File: config.mk
export PLATFORM = sky130hd
export DESIGN_NAME = logic_reduce_n
export DESIGN_NICKNAME = d
export VERILOG_FILES = /design/src/rtl/logic_reduce_pkg.sv /design/src/rtl/input_debounce.sv /design/src/rtl/logic_reduce_n.sv
export SDC_FILE = /design/constraint.sdc
export NUM_CORES = 1
export LEC_CHECK = 0
export ABC_CLOCK_PERIOD_IN_PS = 6840
export CAP_MARGIN = 5
export CORE_UTILIZATION = 58
export CTS_BUF_LIST = sky130_fd_sc_hd__clkbuf_8
export CTS_CLUSTER_DIAMETER = 30
export DETAILED_ROUTE_END_ITERATION = 7
export GPL_TIMING_DRIVEN = 1
export PLACE_DENSITY = 0.86
export SLEW_MARGIN = 20
export SYNTH_ARGS = -nofsm -noshare
export SYNTH_HDL_FRONTEND = slang
export SYNTH_HIERARCHICAL = 1
export SYNTH_SLANG_ARGS = --single-unit
export TNS_END_PERCENT = 30
File: constraint.sdc
create_clock -name clk -period 6.84 [get_ports clk]
set_input_delay 0.684 -clock clk [delete_from_list [all_inputs] [get_ports clk]]
set_output_delay 0.684 -clock clk [all_outputs]
set_load 0.01 [all_outputs]
File: src/rtl/logic_reduce_pkg.sv
// Shared mode encodings and per-mode identity element for logic_reduce_n.
package logic_reduce_pkg;

   localparam logic [2:0] MODE_OR   = 3'b000;
   localparam logic [2:0] MODE_AND  = 3'b001;
   localparam logic [2:0] MODE_XOR  = 3'b010;
   localparam logic [2:0] MODE_NOR  = 3'b011;
   localparam logic [2:0] MODE_NAND = 3'b100;
   localparam logic [2:0] MODE_XNOR = 3'b101;

   // Value a masked channel contributes so it cannot influence the reduction.
   function automatic logic mode_identity(input logic [2:0] mode);
      return (mode == MODE_AND) || (mode == MODE_NAND);
   endfunction

endpackage

File: src/rtl/input_debounce.sv
// One input channel: 2-flop synchroniser followed by a stability filter.
module input_debounce #(
   parameter int unsigned FILT_CYC = 4
) (
   input  logic clk,
   input  logic rstn,
   input  logic x,
   output logic f
);

   localparam int unsigned CW = $clog2(FILT_CYC) + 1;

   logic          sync1_q, s_q;
   logic          f_q, f_d;
   logic [CW-1:0] cnt_q, cnt_d;

   always_comb begin
      f_d   = f_q;
      cnt_d = '0;
      if (s_q != f_q) begin
         if (cnt_q == CW'(FILT_CYC - 1)) begin
            f_d = s_q;
         end else begin
            cnt_d = cnt_q + 1'b1;
         end
      end
   end

   always_ff @(posedge clk or negedge rstn) begin
      if (!rstn) begin
         sync1_q <= 1'b0;
         s_q     <= 1'b0;
         f_q     <= 1'b0;
         cnt_q   <= '0;
      end else begin
         sync1_q <= x;
         s_q     <= sync1_q;
         f_q     <= f_d;
         cnt_q   <= cnt_d;
      end
   end

   assign f = f_q;

endmodule

File: src/rtl/logic_reduce_n.sv
// N-input debounced logic reduction with run-time mode, rise pulse, rise counter and sticky flag.
module logic_reduce_n
   import logic_reduce_pkg::*;
#(
   parameter int unsigned N        = 3,
   parameter int unsigned FILT_CYC = 4,
   parameter int unsigned CNT_W    = 8
) (
   input  logic             clk,
   input  logic             rstn,
   input  logic [N-1:0]     x,
   input  logic [2:0]       mode,
   input  logic [N-1:0]     mask,
   input  logic             sticky_en,
   input  logic             clr,
   output logic             z0,
   output logic             z_rise,
   output logic [CNT_W-1:0] rise_cnt,
   output logic             z_sticky
);

   logic [N-1:0]     f, m;
   logic             ident, r, rise;
   logic             z0_q, z_rise_q, z_sticky_q, z_sticky_d;
   logic [CNT_W-1:0] rise_cnt_q, rise_cnt_d;

   for (genvar i = 0; i < N; i++) begin : g_ch
      input_debounce #(
         .FILT_CYC (FILT_CYC)
      ) u_deb (
         .clk  (clk),
         .rstn (rstn),
         .x    (x[i]),
         .f    (f[i])
      );
   end

   always_comb begin
      ident = mode_identity(mode);
      m     = (f & mask) | (~mask & {N{ident}});
      case (mode)
         MODE_AND:  r = &m;
         MODE_XOR:  r = ^m;
         MODE_NOR:  r = ~|m;
         MODE_NAND: r = ~&m;
         MODE_XNOR: r = ~^m;
         default:   r = |m;   // OR and the reserved 11x codes
      endcase
   end

   always_comb begin
      rise       = r & ~z0_q;
      rise_cnt_d = rise_cnt_q;
      z_sticky_d = z_sticky_q | (sticky_en & r);
      if (clr) begin
         rise_cnt_d = '0;
         z_sticky_d = 1'b0;
      end else if (rise && (rise_cnt_q != {CNT_W{1'b1}})) begin
         rise_cnt_d = rise_cnt_q + 1'b1;
      end
   end

   always_ff @(posedge clk or negedge rstn) begin
      if (!rstn) begin
         z0_q       <= 1'b0;
         z_rise_q   <= 1'b0;
         rise_cnt_q <= '0;
         z_sticky_q <= 1'b0;
      end else begin
         z0_q       <= r;
         z_rise_q   <= rise;
         rise_cnt_q <= rise_cnt_d;
         z_sticky_q <= z_sticky_d;
      end
   end

   assign z0       = z0_q;
   assign z_rise   = z_rise_q;
   assign rise_cnt = rise_cnt_q;
   assign z_sticky = z_sticky_q;

endmodule

=== Yosys cells after proc, flatten, opt, wreduce, memory -nomap -nowiden ===
Cells that the tools add are included.

* Flip-flop bits (word level): 29
* Bits in latches: 0
* Memory bits (writable): 0
* Memory bits (read-only): 0
* Input bits: 13
* Output and inout port bits: 11
* Word-level logic and storage cells: 62
* Memories: 0

* Add/subtract/negate cells: 4
* $mul: 0
* Divide/modulo/power cells: 0
* $lt $le $gt $ge: 0
* Equal/unequal tests: 12
* Shift-type cells: 0
* Muxes and demuxes: 10
* Bitwise gates (word level): 8
* Reduce and logical (&&, ||, !) cells: 12

{| class="wikitable"
|+ Operator list
! cell !! number
|-
| $mux 3 || 6
|-
| $mux 8 || 2
|-
| $eq 3x2->1 const B || 5
|-
| $add 3x1->3 const B || 3
|-
| $add 8x1->8 const B || 1
|-
| $ne 8x8->1 const B || 1
|-
| $and 3x3->3 || 2
|-
| $eq 3x3->1 const B || 2
|-
| $reduce_and 2->1 || 3
|-
| $pmux 1 s5 || 1
|-
| $eq 3x1->1 const B || 1
|-
| $ne 1x1->1 || 3
|-
| $not 3->3 || 1
|-
| $or 3x3->3 || 1
|-
| $reduce_and 3->1 || 1
|-
| $reduce_or 3->1 || 1
|-
| $reduce_xnor 3->1 || 1
|-
| $reduce_xor 3->1 || 1
|-
| $and 1x1->1 || 2
|-
| $logic_not 1->1 || 2
|-
| $reduce_bool 2->1 || 1
|-
| $logic_and 1x1->1 || 1
|-
| $logic_or 1x1->1 || 1
|-
| $mux 1 || 1
|-
| other kinds (2) || 2
|}

=== Logic depth before layout (Yosys ltp) ===
* Word-level depth: 11
* Depth in mapped cells: 12
* Mapped depth without buffers: 11

=== By module ===
Netlist, hierarchy kept.

{| class="wikitable"
|+ Modules (own cells, without submodules)
! module !! times used !! cells each !! area an instance (um^2) !! sequential area each (um^2)
|-
| logic_reduce_n || 1 || 83 || 732.0 || 275.3
|-
| input_debounce || 3 || 13 || 216.5 || 150.1
|}

=== Worst setup path after synthesis ===
No wires, ideal clock.

* Kind: input to register
* Start: input mode[0]
* End: register rise_cnt_q[6] (netlist: rise_cnt[6])
* Setup time: 125 ps
* Arrival time: 2800 ps
* Data required time: 6715 ps
* Setup slack: 3915 ps
* Cell stages on the path: 11
* Path buffers: 0
* Cell sequence: nor2b_1 o21bai_1 o21ai_0 inv_1 ha_1 a21bo_1 mux2_4 a21oi_2 o211ai_2 nor4_1 mux2_2

* Cells in the longest elaborated chain, start to end: 10
* Elaborated cells between the ends (all ways): 18
* Those cells by class: eq/ne (5); mux (1); bitwise (3); reduce/logical (9)

{| class="wikitable"
|+ RTL lines
! what !! line !! source
|-
| start: declaration || logic_reduce_n.sv:12 || <nowiki>input logic [2:0] mode,</nowiki>
|-
| $eq 3x1->1 or $eq 3x3->1 (tied branches) || logic_reduce_pkg.sv:13, logic_reduce_n.sv:41 ||
|-
| $logic_or 1x1->1 || logic_reduce_pkg.sv:13 || <nowiki>return (mode == MODE_AND) || (mode == MODE_NAND);</nowiki>
|-
| $and 3x3->3 || logic_reduce_n.sv:40 || <nowiki>m = (f & mask) | (~mask & {N{ident}});</nowiki>
|-
| $or 3x3->3 || logic_reduce_n.sv:40 ||
|-
| $reduce_and 3->1 or $reduce_or 3->1 (tied branches) || -- ||
|-
| $logic_not 1->1 (on tied branches) || logic_reduce_n.sv:45, logic_reduce_n.sv:44 ||
|-
| $pmux 1 s5 (*) || logic_reduce_n.sv:41 || <nowiki>case (mode)</nowiki>
|-
| $and 1x1->1 (*) || logic_reduce_n.sv:52 || <nowiki>rise = r & ~z0_q;</nowiki>
|-
| $logic_and 1x1->1 (*) || logic_reduce_n.sv:58 || <nowiki>end else if (rise && (rise_cnt_q != {CNT_W{1'b1}})) begin</nowiki>
|-
| $reduce_bool 2->1 (no line) (*) || -- ||
|-
| end signal: assignment || logic_reduce_n.sv:72 || <nowiki>rise_cnt_q <= rise_cnt_d;</nowiki>
|-
| end: declaration || logic_reduce_n.sv:25 || <nowiki>logic [CNT_W-1:0] rise_cnt_q, rise_cnt_d;</nowiki>
|}

Mark *: on every way between the ends. The rest lies on a longest branch, timed or not.
A chain may end at the register's enable or synchronous reset.

=== Worst setup path in the final report ===
* Start: input mode[2]
* End: register rise_cnt_q[6] (netlist: rise_cnt[6])

Same word-level chain as after synthesis.

==> impl_results.md <==
* Seq cells post-synth at 29
* Number of buffers created by CTS at 5
* CTS Hold Bufs at 0
* Clk buf depth at 2
* DIE WIDTH at 50.8 um
* Seq/Total Area, Yosys at 52.5%
* Worst Reg-to-Reg Cells at 10
* Vias at 1004
* Slew @ Worst Pin at 0.765 ns
* Vias in the first global route at around 940
* Initial DRC Count at 18
* Num rows at 17
* Worst setup EP type: flop
* Relative slew slack at 48.7%
* Critical path's top delay family: compound AO/OA/AOI/OAI gates
* Nets at 169
* Final wirelength at 2.56 mm
* Via-per-instance ratio at 5.64
* Initial Util at 61.8%
* Mapped Avg Cell Area at 11.3 um2
* ANT nets after route at 0
* Max Cap Viol at 0
* Worst Skew at approximately 0.0026 ns
* Crit path time final at 3.71 ns
* Wire per inst at between 10 and 15 um
* Status: completed
* Number of flops mapped to enable cells by yosys at 0
* Crit-path max FO at 17
* PwrDens at 296 nW/um2
* CP bufs+invs at 2
* Die area at 2580 um2
* Ys async rst share at 100%
* Synth Net Count at 141
* Grt total ovfl at 0
* Main synth FF type: dfrtp_1
* Mapped Cells at between 100 and 150
* Total Neg Setup Slack at 0 ns
* CTS tree: yes
* Die Ht at 50.8 um
* H-tree depth at 2
* Yosys top cell by area: dfrtp_1
* CP max stage cell: clkdlybuf4s50_1
* CP Depth at 12
* Crit share post-route at 54.3%
* Worst Hold Class: reg -> reg
* IO Port Bufs at 23
* Synth Cell Area at 1380 um2
* Detail Placement HPWL at ~1.8 mm
* Fin. max-slew vios at 0
* Core area at 2230 um2
* RSZ-0062 raised after global routing: no
* Fmax at 0.269 GHz
* Final Hold Vio Count at 0
* Syn. warnings at 6
* Number of top-level pins at 24
* Crit start category: input port
* Pleak at 0.744 nW
* Slowest cell delay on critical path at 0.56 ns
* Residual DRC at 0
* Clk root buf: clkbuf_8
* Final GP Congestion at 0.772
* Worst setup path class: in -> reg
* Largest net degree at the start of global routing at 30
* CTS sink cnt at 29
* GRT Total Usage at a little under a quarter
* Global-route wire length before repair at between 4 and 5 mm
* Design Power at 0.513 mW
* Initial antenna violation count at 0
* Final Setup Violations at 0
* CP arrival at 3.88 ns
* Post-synth top area share at approximately 53%
* Area growth syn-to-layout at 25.5%
* Antenna Cells at 0
* Post-CTS setup buffers at 0
* Drt pass-1 iters at 4
* Critical path data required time at around 7 ns
* Ranking of synthesized cells by area: dfrtp_1 53%, ha_1 5.4%, nor3b_1 3.8%, mux2_2 3.3%, nor2b_4 3.0%
* Cell with the most instances after synthesis: dfrtp_1
* Peak supply drop at around 250 uV
* Clk Latency, worst-skew pair at approximately 0.28 ns
* Reg2reg setup slack at 4.14 ns
* Commonest cells post-synth: 29 x dfrtp_1, 10 x inv_1, 7 x nor3b_1
* CP cell instances: clkdlybuf4s50_1 > nor2b_1 > o21bai_1 > o21ai_0 > inv_1 > ha_1 > a21bo_1 > mux2_4 > a21oi_2 > o211ai_2 > nor4_1 > mux2_2
* Synth cell types at 34
* Clock Pin Slew Worst Setup and Hold Paths at 0.06 ns
* Hold Path Depth at 0
* Cts repair resizes at 0
* Layout cell share with drive strength beyond 1 at 12.7%
==> cells in the final DEF (no fill, tap or decap), drive strengths merged <==
| master | n |
|---|---|
| a211oi | 1 |
| a21bo | 1 |
| a21oi | 7 |
| buf | 1 |
| clkbuf | 6 |
| clkdlybuf4s50 | 23 |
| dfrtp | 29 |
| ha | 6 |
| inv | 11 |
| mux2 | 5 |
| mux2i | 2 |
| nand2 | 6 |
| nand2b | 1 |
| nand3 | 3 |
| nand4 | 1 |
| nor2 | 3 |
| nor2b | 6 |
| nor3 | 3 |
| nor3b | 7 |
| nor4 | 3 |
| o211ai | 1 |
| o21a | 1 |
| o21ai | 4 |
| o21bai | 1 |
| o22ai | 1 |
| o31ai | 5 |
| o41a | 1 |
| or2 | 1 |
| or3 | 2 |
| or4 | 4 |
| xnor2 | 3 |
| xor2 | 1 |
==> path summary, 6_finish.rpt <==
| check | from | endpoint |
|---|---|---|
| worst max-delay path | mode[2] | rise_cnt[6] |
| worst min-delay path | g_ch[2].u_deb/sync1_q | g_ch[2].u_deb/s_q |
| worst max register to register | g_ch[0].u_deb/f | rise_cnt[6] |
| worst min register to register | g_ch[2].u_deb/sync1_q | g_ch[2].u_deb/s_q |
| max in group asynchronous | rstn | g_ch[2].u_deb/sync1_q |
| min in group asynchronous | rstn | g_ch[0].u_deb/sync1_q |
==> routing by layer <==
metal	part of all wire (%)	track usage (%)
met5	0	0
met2	50	38.2
met3	5.5	10.3
met4	1.4	9.72
met1	43	25.9
==> layout make-up <==
class / instances / area [um2]
Clock inverter: 1 / 3.75
Timing Repair Buffer: 24 / 238
Multi-Input combinational cell: 80 / 611
Clock buffer: 6 / 82.6
Sequential cell: 29 / 726
Inverter: 10 / 37.5
Tap cell: 28 / 35.0
Fill cell: 148 / 500
==> power breakdown <==
part,internal [mW],switching (mW)
clock,0.0780,0.0592
combinational,0.0756,0.0710
sequential,0.204,0.0250
total,0.358,0.155
==> kinds of logic (layout without fill, tap and decap cells) <==
| group | after synthesis | in the layout | share of synthesized area [%] |
|---|---|---|---|
| xor gates and xnor gates | 4 | 4 | 2.54 |
| AOI/OAI and AO/OA | 23 | 23 | 11.5 |
| muxes | 7 | 7 | 5.80 |
| and+or+nand+nor | 40 | 40 | 18.6 |
| DFF | 29 | 29 | 52.5 |
| adders and majority gates | 6 | 6 | 5.43 |
| buffers and inverters | 13 | 41 | 3.62 |
==> per-stage QoR <==
stage	hold slack, ns	instance area, um2	util (%)	worst slack, ns	std cells
after floorplan	0.331	1380	-	3.92	122
after global routing	0.359	1730	77.6	2.84	178
after CTS	0.344	1730	77.4	3.13	178
after detailed placement	0.335	1640	73.5	2.90	171
after global placement	0.332	1640	73.5	3.09	171
final	0.344	1730	77.6	3.13	178
==> registers in the layout, summed over array words and instances, names as in the netlist <==
register            count
z_sticky                1
z_rise                  1
g_ch.u_deb/cnt_q        9
g_ch.u_deb/f            3
g_ch.u_deb/sync1_q      3
z0                      1
rise_cnt                8
g_ch.u_deb/s_q          3
Note: power is estimated with default switching activity, not from simulation.
